## config.mk

```make
export PLATFORM = sky130hd
export DESIGN_NAME = rv32_mem_arbiter
export DESIGN_NICKNAME = d
export VERILOG_FILES = /design/src/rtl/rv32_mem_arbiter.sv
export SDC_FILE = /design/constraint.sdc
export NUM_CORES = 1
export LEC_CHECK = 0
export CORE_ASPECT_RATIO = 1.25
export CORE_MARGIN = 4
export CORE_UTILIZATION = 33
export CTS_CLUSTER_SIZE = 14
export DETAILED_ROUTE_END_ITERATION = 12
export GPL_TIMING_DRIVEN = 1
export PLACE_DENSITY = 0.7
export SLEW_MARGIN = 25
export SYNTH_ARGS = -nofsm -noshare
export SYNTH_HDL_FRONTEND = slang
export SYNTH_SLANG_ARGS = --single-unit
```

## constraint.sdc

```tcl
create_clock -name clk -period 3.78 [get_ports clk]
set_input_delay 0.756 -clock clk [delete_from_list [all_inputs] [get_ports clk]]
set_output_delay 0.756 -clock clk [all_outputs]
set_load 0.02 [all_outputs]
```

## src/rtl/rv32_mem_arbiter.sv

```systemverilog
// Single-port memory arbiter for the priRV32 core.
// Shares one memory port between instruction fetch (I, read-only) and
// load/store (D, read/write). D has priority; a streak counter forces an
// I grant after D_STREAK_MAX back-to-back D grants while I is waiting.
// A watchdog aborts transactions the memory never completes.
module rv32_mem_arbiter #(
    parameter int unsigned ADDR_W       = 32,
    parameter int unsigned DATA_W       = 32,
    parameter int unsigned D_STREAK_MAX = 4,
    parameter int unsigned TIMEOUT      = 255
) (
    input  logic                clk,
    input  logic                reset,
    // Instruction-fetch port
    input  logic                i_req,
    input  logic [ADDR_W-1:0]   i_addr,
    output logic                i_ack,
    output logic [DATA_W-1:0]   i_rdata,
    output logic                i_err,
    // Load/store port
    input  logic                d_req,
    input  logic                d_we,
    input  logic [ADDR_W-1:0]   d_addr,
    input  logic [DATA_W-1:0]   d_wdata,
    input  logic [DATA_W/8-1:0] d_wstrb,
    output logic                d_ack,
    output logic [DATA_W-1:0]   d_rdata,
    output logic                d_err,
    // Memory port
    output logic                mem_req,
    output logic                mem_we,
    output logic [ADDR_W-1:0]   mem_addr,
    output logic [DATA_W-1:0]   mem_wdata,
    output logic [DATA_W/8-1:0] mem_wstrb,
    input  logic                mem_ready,
    input  logic [DATA_W-1:0]   mem_rdata,
    output logic                busy
);

    localparam int unsigned STRB_W = DATA_W / 8;
    localparam int unsigned SW     = $clog2(D_STREAK_MAX + 1);

    localparam logic [1:0] IDLE   = 2'd0;
    localparam logic [1:0] BUSY_I = 2'd1;
    localparam logic [1:0] BUSY_D = 2'd2;
    localparam logic [1:0] RESP   = 2'd3;

    localparam logic [SW-1:0] STREAK_MAX = SW'(D_STREAK_MAX);
    // Abort on the edge where the counter would reach TIMEOUT, so mem_req
    // is high for exactly TIMEOUT cycles.
    localparam logic [7:0]    TMO_LAST   = 8'(TIMEOUT - 1);

    logic [1:0]        state_q, state_d;
    logic [SW-1:0]     streak_q, streak_d;
    logic [7:0]        tmo_q, tmo_d;
    logic              mem_req_q, mem_req_d;
    logic              mem_we_q, mem_we_d;
    logic [ADDR_W-1:0] mem_addr_q, mem_addr_d;
    logic [DATA_W-1:0] mem_wdata_q, mem_wdata_d;
    logic [STRB_W-1:0] mem_wstrb_q, mem_wstrb_d;
    logic              i_ack_q, i_ack_d;
    logic [DATA_W-1:0] i_rdata_q, i_rdata_d;
    logic              i_err_q, i_err_d;
    logic              d_ack_q, d_ack_d;
    logic [DATA_W-1:0] d_rdata_q, d_rdata_d;
    logic              d_err_q, d_err_d;
    logic              busy_q, busy_d;
    logic              grant_d;

    // D wins unless I has been starved for D_STREAK_MAX grants.
    assign grant_d = d_req && !(i_req && (streak_q == STREAK_MAX));

    // Next-state logic: arbitration, transaction tracking and response capture.
    always_comb begin
        state_d     = state_q;
        streak_d    = streak_q;
        tmo_d       = tmo_q;
        mem_req_d   = mem_req_q;
        mem_we_d    = mem_we_q;
        mem_addr_d  = mem_addr_q;
        mem_wdata_d = mem_wdata_q;
        mem_wstrb_d = mem_wstrb_q;
        i_ack_d     = 1'b0;
        i_rdata_d   = i_rdata_q;
        i_err_d     = i_err_q;
        d_ack_d     = 1'b0;
        d_rdata_d   = d_rdata_q;
        d_err_d     = d_err_q;

        unique case (state_q)
            IDLE: begin
                tmo_d = 8'd0;
                if (grant_d) begin
                    mem_req_d   = 1'b1;
                    mem_we_d    = d_we;
                    mem_addr_d  = d_addr;
                    mem_wdata_d = d_wdata;
                    mem_wstrb_d = d_wstrb;
                    // With i_req high a D grant implies streak < max, so +1 cannot overflow.
                    streak_d    = i_req ? streak_q + SW'(1) : '0;
                    state_d     = BUSY_D;
                end else if (i_req) begin
                    mem_req_d   = 1'b1;
                    mem_we_d    = 1'b0;
                    mem_addr_d  = i_addr;
                    mem_wdata_d = '0;
                    mem_wstrb_d = '0;
                    streak_d    = '0;
                    state_d     = BUSY_I;
                end
            end
            BUSY_I, BUSY_D: begin
                tmo_d = tmo_q + 8'd1;
                if (mem_ready) begin
                    mem_req_d = 1'b0;
                    state_d   = RESP;
                    if (state_q == BUSY_I) begin
                        i_ack_d   = 1'b1;
                        i_rdata_d = mem_rdata;
                        i_err_d   = 1'b0;
                    end else begin
                        d_ack_d   = 1'b1;
                        d_rdata_d = mem_we_q ? '0 : mem_rdata;
                        d_err_d   = 1'b0;
                    end
                end else if (tmo_q == TMO_LAST) begin
                    mem_req_d = 1'b0;
                    state_d   = RESP;
                    if (state_q == BUSY_I) begin
                        i_ack_d   = 1'b1;
                        i_rdata_d = '0;
                        i_err_d   = 1'b1;
                    end else begin
                        d_ack_d   = 1'b1;
                        d_rdata_d = '0;
                        d_err_d   = 1'b1;
                    end
                end
            end
            RESP: begin
                tmo_d   = 8'd0;
                state_d = IDLE;
            end
        endcase

        busy_d = (state_d != IDLE);
    end

    // State and registered outputs; reset abandons any transaction silently.
    always_ff @(posedge clk) begin
        if (reset) begin
            state_q     <= IDLE;
            streak_q    <= '0;
            tmo_q       <= 8'd0;
            mem_req_q   <= 1'b0;
            mem_we_q    <= 1'b0;
            mem_addr_q  <= '0;
            mem_wdata_q <= '0;
            mem_wstrb_q <= '0;
            i_ack_q     <= 1'b0;
            i_rdata_q   <= '0;
            i_err_q     <= 1'b0;
            d_ack_q     <= 1'b0;
            d_rdata_q   <= '0;
            d_err_q     <= 1'b0;
            busy_q      <= 1'b0;
        end else begin
            state_q     <= state_d;
            streak_q    <= streak_d;
            tmo_q       <= tmo_d;
            mem_req_q   <= mem_req_d;
            mem_we_q    <= mem_we_d;
            mem_addr_q  <= mem_addr_d;
            mem_wdata_q <= mem_wdata_d;
            mem_wstrb_q <= mem_wstrb_d;
            i_ack_q     <= i_ack_d;
            i_rdata_q   <= i_rdata_d;
            i_err_q     <= i_err_d;
            d_ack_q     <= d_ack_d;
            d_rdata_q   <= d_rdata_d;
            d_err_q     <= d_err_d;
            busy_q      <= busy_d;
        end
    end

    assign mem_req   = mem_req_q;
    assign mem_we    = mem_we_q;
    assign mem_addr  = mem_addr_q;
    assign mem_wdata = mem_wdata_q;
    assign mem_wstrb = mem_wstrb_q;
    assign i_ack     = i_ack_q;
    assign i_rdata   = i_rdata_q;
    assign i_err     = i_err_q;
    assign d_ack     = d_ack_q;
    assign d_rdata   = d_rdata_q;
    assign d_err     = d_err_q;
    assign busy      = busy_q;

endmodule

```

==> flow_metrics.env, run 1 <==
export IMPL_crit_required_ps=4100
export IMPL_placed_cells=1185
export IMPL_tns_ps=0
export IMPL_holdBufCountCts=0
export IMPL_finalHoldViolations=0
export IMPL_period_needed_ps=2512
export IMPL_p_comb_frac=0.202
export IMPL_final_nets=1121
export IMPL_cp_num_buf_inv=2
export IMPL_row_count=55
export IMPL_synth_top_area_cell="dfxtp_1"
export IMPL_internal_power_uw=3211
export IMPL_synth_top_area_share=0.4925
export IMPL_async_flop_share=0
export IMPL_cp_num_cells=6
export IMPL_clk_pin_slew_ps=70
export IMPL_arrival_ps=2830
export IMPL_clockBufferDepth=2
export IMPL_hold_depth=2
export IMPL_drv_cap=0
export IMPL_cts_resized_gates=0
export IMPL_end_kind="flop"
export IMPL_post_cts_buffers=0
export IMPL_num_io_pins=277
export IMPL_synthDistinctLibCells=34
export IMPL_die_x_um=130.4
export IMPL_drt_iter0_markers=283
export IMPL_finalSetupViolations=0
export IMPL_wl_mm=19.76
export IMPL_clockPowerShare=0.401
export IMPL_grt_pass1_wl_mm=30.50
export IMPL_final_util=0.5313
export IMPL_diodes=0
export IMPL_reg2regPathDepth=7
export IMPL_synth_nets=880
export IMPL_h_tree_depth=4
export IMPL_outcome="completed"
export IMPL_wl_met3_mm=1.903
export IMPL_vdd_drop_max_mv=0.2495
export IMPL_drtPass1Iterations=5
export IMPL_regToRegSetupSlack_ps=1660
export IMPL_rsz0062_at_grt="false"
export IMPL_synth_area_leaders="dfxtp_1, nand2_1, a21oi_1"
export IMPL_syn_area_um2=6178
export IMPL_tightestPinTransition_ps=820.7
export IMPL_slowest_stage="and2_2"
export IMPL_grt_max_degree=82
export IMPL_top_layer="met5"
export IMPL_p_leak_uw=0.003406
export IMPL_crit_family="simple AND/OR/NAND/NOR gates"
export IMPL_min_path_type="flop to flop"
export IMPL_clock_sinks=152
export IMPL_route_vias_total=6017
export IMPL_grt_overflow_total=0
export IMPL_yosys_warnings=0
export IMPL_ys_flop_type="dfxtp_1"
export IMPL_wl_met1_mm=7.822
export IMPL_worstSetupPathType="primary input to flop"
export IMPL_area_growth_syn_to_layout_pct=56.82
export IMPL_clock_fmax_ghz=0.3981
export IMPL_grt_usage=0.1825
export IMPL_synthCells=735
export IMPL_dpl_hpwl_mm=13.83
export IMPL_drive_above_1_share=0.05263
export IMPL_ys_ff_latch=152
export IMPL_numCtsBuffers=17
export IMPL_start_kind="primary input"
export IMPL_crit_fanout=39
export IMPL_ys_seq_area_frac=0.4925
export IMPL_power_switching_uw=1224
export IMPL_die_h_um=161.0
export IMPL_coreArea_um2=18240
export IMPL_via_per_inst=4.948
export IMPL_slew_limit_headroom=0.4529
export IMPL_worstSkewPairLatency_ps=420
export IMPL_grt_pass1_vias=5891
export IMPL_fin_skew_ps=9.862
export IMPL_power_density_nw_per_um2=457.7
export IMPL_gp_congestion=0.7719
export IMPL_antenna_found_initial=1
export IMPL_nFillCells=1741
export IMPL_syn_avg_cell_area_um2=8.406
export IMPL_p_seq_frac=0.397
export IMPL_port_buffers=276
export IMPL_routed_wl_met2_mm=9.695
export IMPL_path_cells="clkdlybuf4s50_1 > nand3_1 > and2_2 > buf_12 > nand2_1 > a311oi_1"
export IMPL_synth_edf_count=0
export IMPL_post_route_drc_count=0
export IMPL_initial_core_util=0.3388
export IMPL_swShare=0.2759
export IMPL_maxSlewViolCount=0
export IMPL_wl_per_cell_um=16.25
export IMPL_finalCritPeriodShare=0.6646
export IMPL_cts_root_buffer="clkbuf_16"
export IMPL_cts_tree="built"
export IMPL_instances_no_fill=1216
export IMPL_ant_nets=0
export IMPL_fp_dieArea_um2=20990
export IMPL_critPathMaxStageDelay_ps=630
## layout by cell type, fill, tap and decap left out, drive strengths merged, types with 3 or more instances in the layout
master,instances
inv,9
a311oi,32
clkdlybuf4s50,275
nor3b,3
ha,7
bufinv,3
dfxtp,152
buf,13
nand2b,32
clkinv,4
and2,3
clkbuf,19
o21a,3
a21oi,75
nor2b,3
mux2i,32
nand4,3
nand3,74
nand2,142
o21ai,38
xor2,3
nor2,46
## worst min-delay path: cells and delay by family, from the launching register on
family	cells	cell delay (ps)
AOI/OAI and AO/OA	1	50
DFF	1	310
and+or+nand+nor	1	50
## layer usage
metal	vias up	GRT usage
met5	-	0
met4	2	0.06080
met3	21	0.06881
met2	226	0.3193
met1	2776	0.2015
li1	2992	-
## synthesized netlist by cell type, types with 3 or more instances
library cell and n:
a21oi_1 75, a311oi_1 32, and2_1 3, buf_1 11, buf_12 3, buf_2 9
clkbuf_1 42, dfxtp_1 152, ha_1 7, inv_1 6, mux2i_1 32, nand2_1 142
nand2b_1 32, nand3_1 74, nand4_1 3, nor2_1 46, nor2b_1 3, o21a_1 3
o21ai_0 37, xor2_1 3
## flip-flops by register name, indices dropped and copies added, names as in the netlist, 2 cells and up
name       cells
streak_q       3
mem_addr      32
mem_wdata     32
mem_wstrb      4
state_q        2
d_rdata       32
i_rdata       32
tmo_q          8
## metrics by stage
stage	area, um^2	total power (uW)	hold slack [ps]	worst slack (ps)
CTS	9687	4488	451.6	1261
floorplan	6178	2255	441.1	1920
global route	9689	4622	470.4	1074
finish	9689	4434	451.3	1268
detailed placement	9069	2697	442.0	793.1
global placement	9069	2692	437.7	862.5
## cells by family after synthesis
group | share of synthesized area
multiplexers | 0.05184
flip-flops | 0.4925
AND/OR/NAND/NOR | 0.2264
adder cells (fa/ha/maj) | 0.01418
XOR/XNOR | 0.007089
AO/OA/AOI/OAI | 0.1533
buffers and inverters | 0.05468
## final timing paths
kind	from	to
min reg2reg	mem_wdata[3]	mem_wdata[3]
max	i_req	mem_addr[5]
min	mem_wdata[3]	mem_wdata[3]
max reg2reg	streak_q[0]	mem_addr[5]
## final cells by class
| cell class | count | area [um^2] | share of cell area |
|---|---|---|---|
| Timing Repair Buffer | 288 | 2888 | 0.2980 |
| Tap cell | 228 | 285.3 | 0.02944 |
| Clock buffer | 19 | 452.9 | 0.04675 |
| Sequential cell | 152 | 3043 | 0.3140 |
| Multi-Input combinational cell | 511 | 2833 | 0.2924 |
| Inverter | 6 | 22.52 | 0.002324 |
| Clock inverter | 12 | 165.2 | 0.01705 |
## power groups by stage
| stage | Combinational, uW | Sequential [uW] | Clock (uW) |
|---|---|---|---|
| floorplan | 344 | 1910 | 0 |
| global placement | 898 | 1790 | 0 |
| detailed placement | 899 | 1800 | 0 |
| CTS | 903 | 1760 | 1820 |
| global route | 963 | 1770 | 1880 |
| finish | 894 | 1760 | 1780 |
Note: power is estimated with default switching activity, not from simulation.
==> run 2: changes to the inputs <==
PLACE_DENSITY = 0.72   (was 0.7)
clock period = 2.3 ns   (was 3.78 ns; I/O delays follow)
==> run 2 against run 1 <==
Worst setup slack worse by 940 ps. Via count increased by 0.85%. Register-to-register slack got worse by 1100 ps. Critical endpoint is now mem_we.
==> flow_metrics.env, run 2 (synthesized netlist as in run 1, its figures left out) <==
export IMPL_r2r_end="d_rdata[25]"
export IMPL_fp_dieArea_um2=20990
export IMPL_rsz0062_at_grt="false"
export IMPL_die_h_um=161.0
export IMPL_finalHoldViolations=0
export IMPL_via_per_inst=4.962
export IMPL_clock_sinks=152
export IMPL_cp_num_buf_inv=1
export IMPL_area_growth_syn_to_layout_pct=57.98
export IMPL_grt_max_degree=103
export IMPL_clock_fmax_ghz=0.5079
export IMPL_num_io_pins=277
export IMPL_clockPowerShare=0.361
export IMPL_worstSkewPairLatency_ps=410
export IMPL_period_needed_ps=1969
export IMPL_post_cts_buffers=0
export IMPL_ant_nets=0
export IMPL_route_vias_total=6068
export IMPL_vdd_drop_max_mv=0.4591
export IMPL_numCtsBuffers=17
export IMPL_diodes=0
export IMPL_cts_resized_gates=0
export IMPL_row_count=55
export IMPL_worstSetupPathType="flop to output port"
export IMPL_grt_usage=0.1842
export IMPL_die_x_um=130.4
export IMPL_p_seq_frac=0.418
export IMPL_regToRegSetupSlack_ps=590
export IMPL_grt_pass1_wl_mm=30.95
export IMPL_cts_root_buffer="clkbuf_16"
export IMPL_grt_pass1_vias=5946
export IMPL_cts_tree="built"
export IMPL_crit_fanout=3
export IMPL_finalSetupViolations=0
export IMPL_coreArea_um2=18240
export IMPL_port_buffers=276
export IMPL_dpl_hpwl_mm=13.98
export IMPL_post_route_drc_count=0
export IMPL_clk_pin_slew_ps=60
export IMPL_slew_limit_headroom=0.7125
export IMPL_h_tree_depth=4
export IMPL_holdPathEnd="mem_we"
export IMPL_p_comb_frac=0.221
export IMPL_arrival_ps=1510
export IMPL_critPathMaxStageDelay_ps=670
export IMPL_grt_overflow_total=0
export IMPL_worstHoldStart="reset"
export IMPL_drt_iter0_markers=266
export IMPL_drtPass1Iterations=5
export IMPL_drv_cap=0
export IMPL_reg2regPathDepth=5
export IMPL_min_path_type="primary input to flop"
export IMPL_outcome="completed"
export IMPL_gp_congestion=0.7780
export IMPL_holdBufCountCts=0
export IMPL_final_nets=1129
export IMPL_finalCritPeriodShare=0.8561
export IMPL_maxSlewViolCount=0
export IMPL_wl_per_cell_um=16.06
export IMPL_antenna_found_initial=0
export IMPL_tns_ps=0
export IMPL_end_kind="output port"
export IMPL_initial_core_util=0.3388
export IMPL_p_leak_uw=0.003429
export IMPL_fin_skew_ps=9.157
export IMPL_power_density_nw_per_um2=710.6
export IMPL_drive_above_1_share=0.05729
export IMPL_final_util=0.5352
export IMPL_layout_common_cells="clkdlybuf4s50_1, dfxtp_1, nand2_1, a21oi_1, nand3_1"
export IMPL_slowest_stage="clkdlybuf4s50_1"
export IMPL_tightestPinTransition_ps=431.3
export IMPL_crit_required_ps=1840
export IMPL_wl_mm=19.64
export IMPL_final_common_cell="clkdlybuf4s50_1"
export IMPL_hold_depth=2
export IMPL_r2r_start="state_q[0]"
export IMPL_power_switching_uw=1982
export IMPL_internal_power_uw=4955
export IMPL_clockBufferDepth=2
export IMPL_path_cells="clkdlybuf4s50_1"
export IMPL_start_kind="flop"
export IMPL_swShare=0.2857
export IMPL_crit_family="buffers and inverters"
-- run 2: through the flow --
| stage | cells | worst slack, ps | hold WS (ps) | power [uW] | instance area [um^2] |
|---|---|---|---|---|---|
| 2_1_floorplan | 735 | 687.5 | 441.1 | 3706 | 6178 |
| 3_3_place_gp | 1193 | 192.2 | 437.1 | 4497 | 9241 |
| 3_5_place_dp | 1193 | 153.5 | 443.9 | 4505 | 9241 |
| 4_1_cts | 1223 | 301.1 | 335.5 | 7051 | 9761 |
| 5_1_grt | 1223 | 268.6 | 343.6 | 7275 | 9761 |
| 6_report | 1223 | 330.9 | 350.1 | 6936 | 9761 |
-- run 2: layer usage --
layer,up-vias,wire [um],GRT usage,part of all wire
met5,-,0,0,0
met4,0,358,0.06174,0.018
met3,27,1789,0.06649,0.091
met2,223,9769,0.3198,0.50
met1,2808,7722,0.2073,0.39
li1,3010,-,-,-
-- run 2: worst register-to-register path, delay by kind of cell, from the launching register on --
kind                       cells  cell delay, ps
DFF                            1             410
adders and majority gates      1             390
and+or+nand+nor                1             330
buffers and inverters          2             280
muxes                          1             230
-- run 2: final cells by class --
type                    count  area [um^2]
inverters                   6        22.52
multi-input cells         511         2830
well taps                 228        285.3
clock inverters            11        76.32
flip-flops and latches    152         3043
repair buffers            296         3060
clock buffers              19        442.9
fillers                  1676         8476
-- run 2: worst max path at each step --
stage,start,end,cells after the start
finish,mem_we,mem_we,1
global route,mem_we,mem_we,1
CTS,mem_we,mem_we,1
detailed placement,i_req,mem_addr[12],6
global placement,i_req,mem_addr[5],6
floorplan,state_q[0],mem_addr[21],8
-- run 2: power by group through the flow --
| stage | logic (uW) | clock network, uW | registers [uW] |
|---|---|---|---|
| final | 1530 | 2510 | 2900 |
| after global routing | 1650 | 2700 | 2920 |
| after CTS | 1550 | 2600 | 2900 |
| after detailed placement | 1550 | 0 | 2960 |
| after global placement | 1550 | 0 | 2950 |
| after floorplan | 565 | 0 | 3140 |
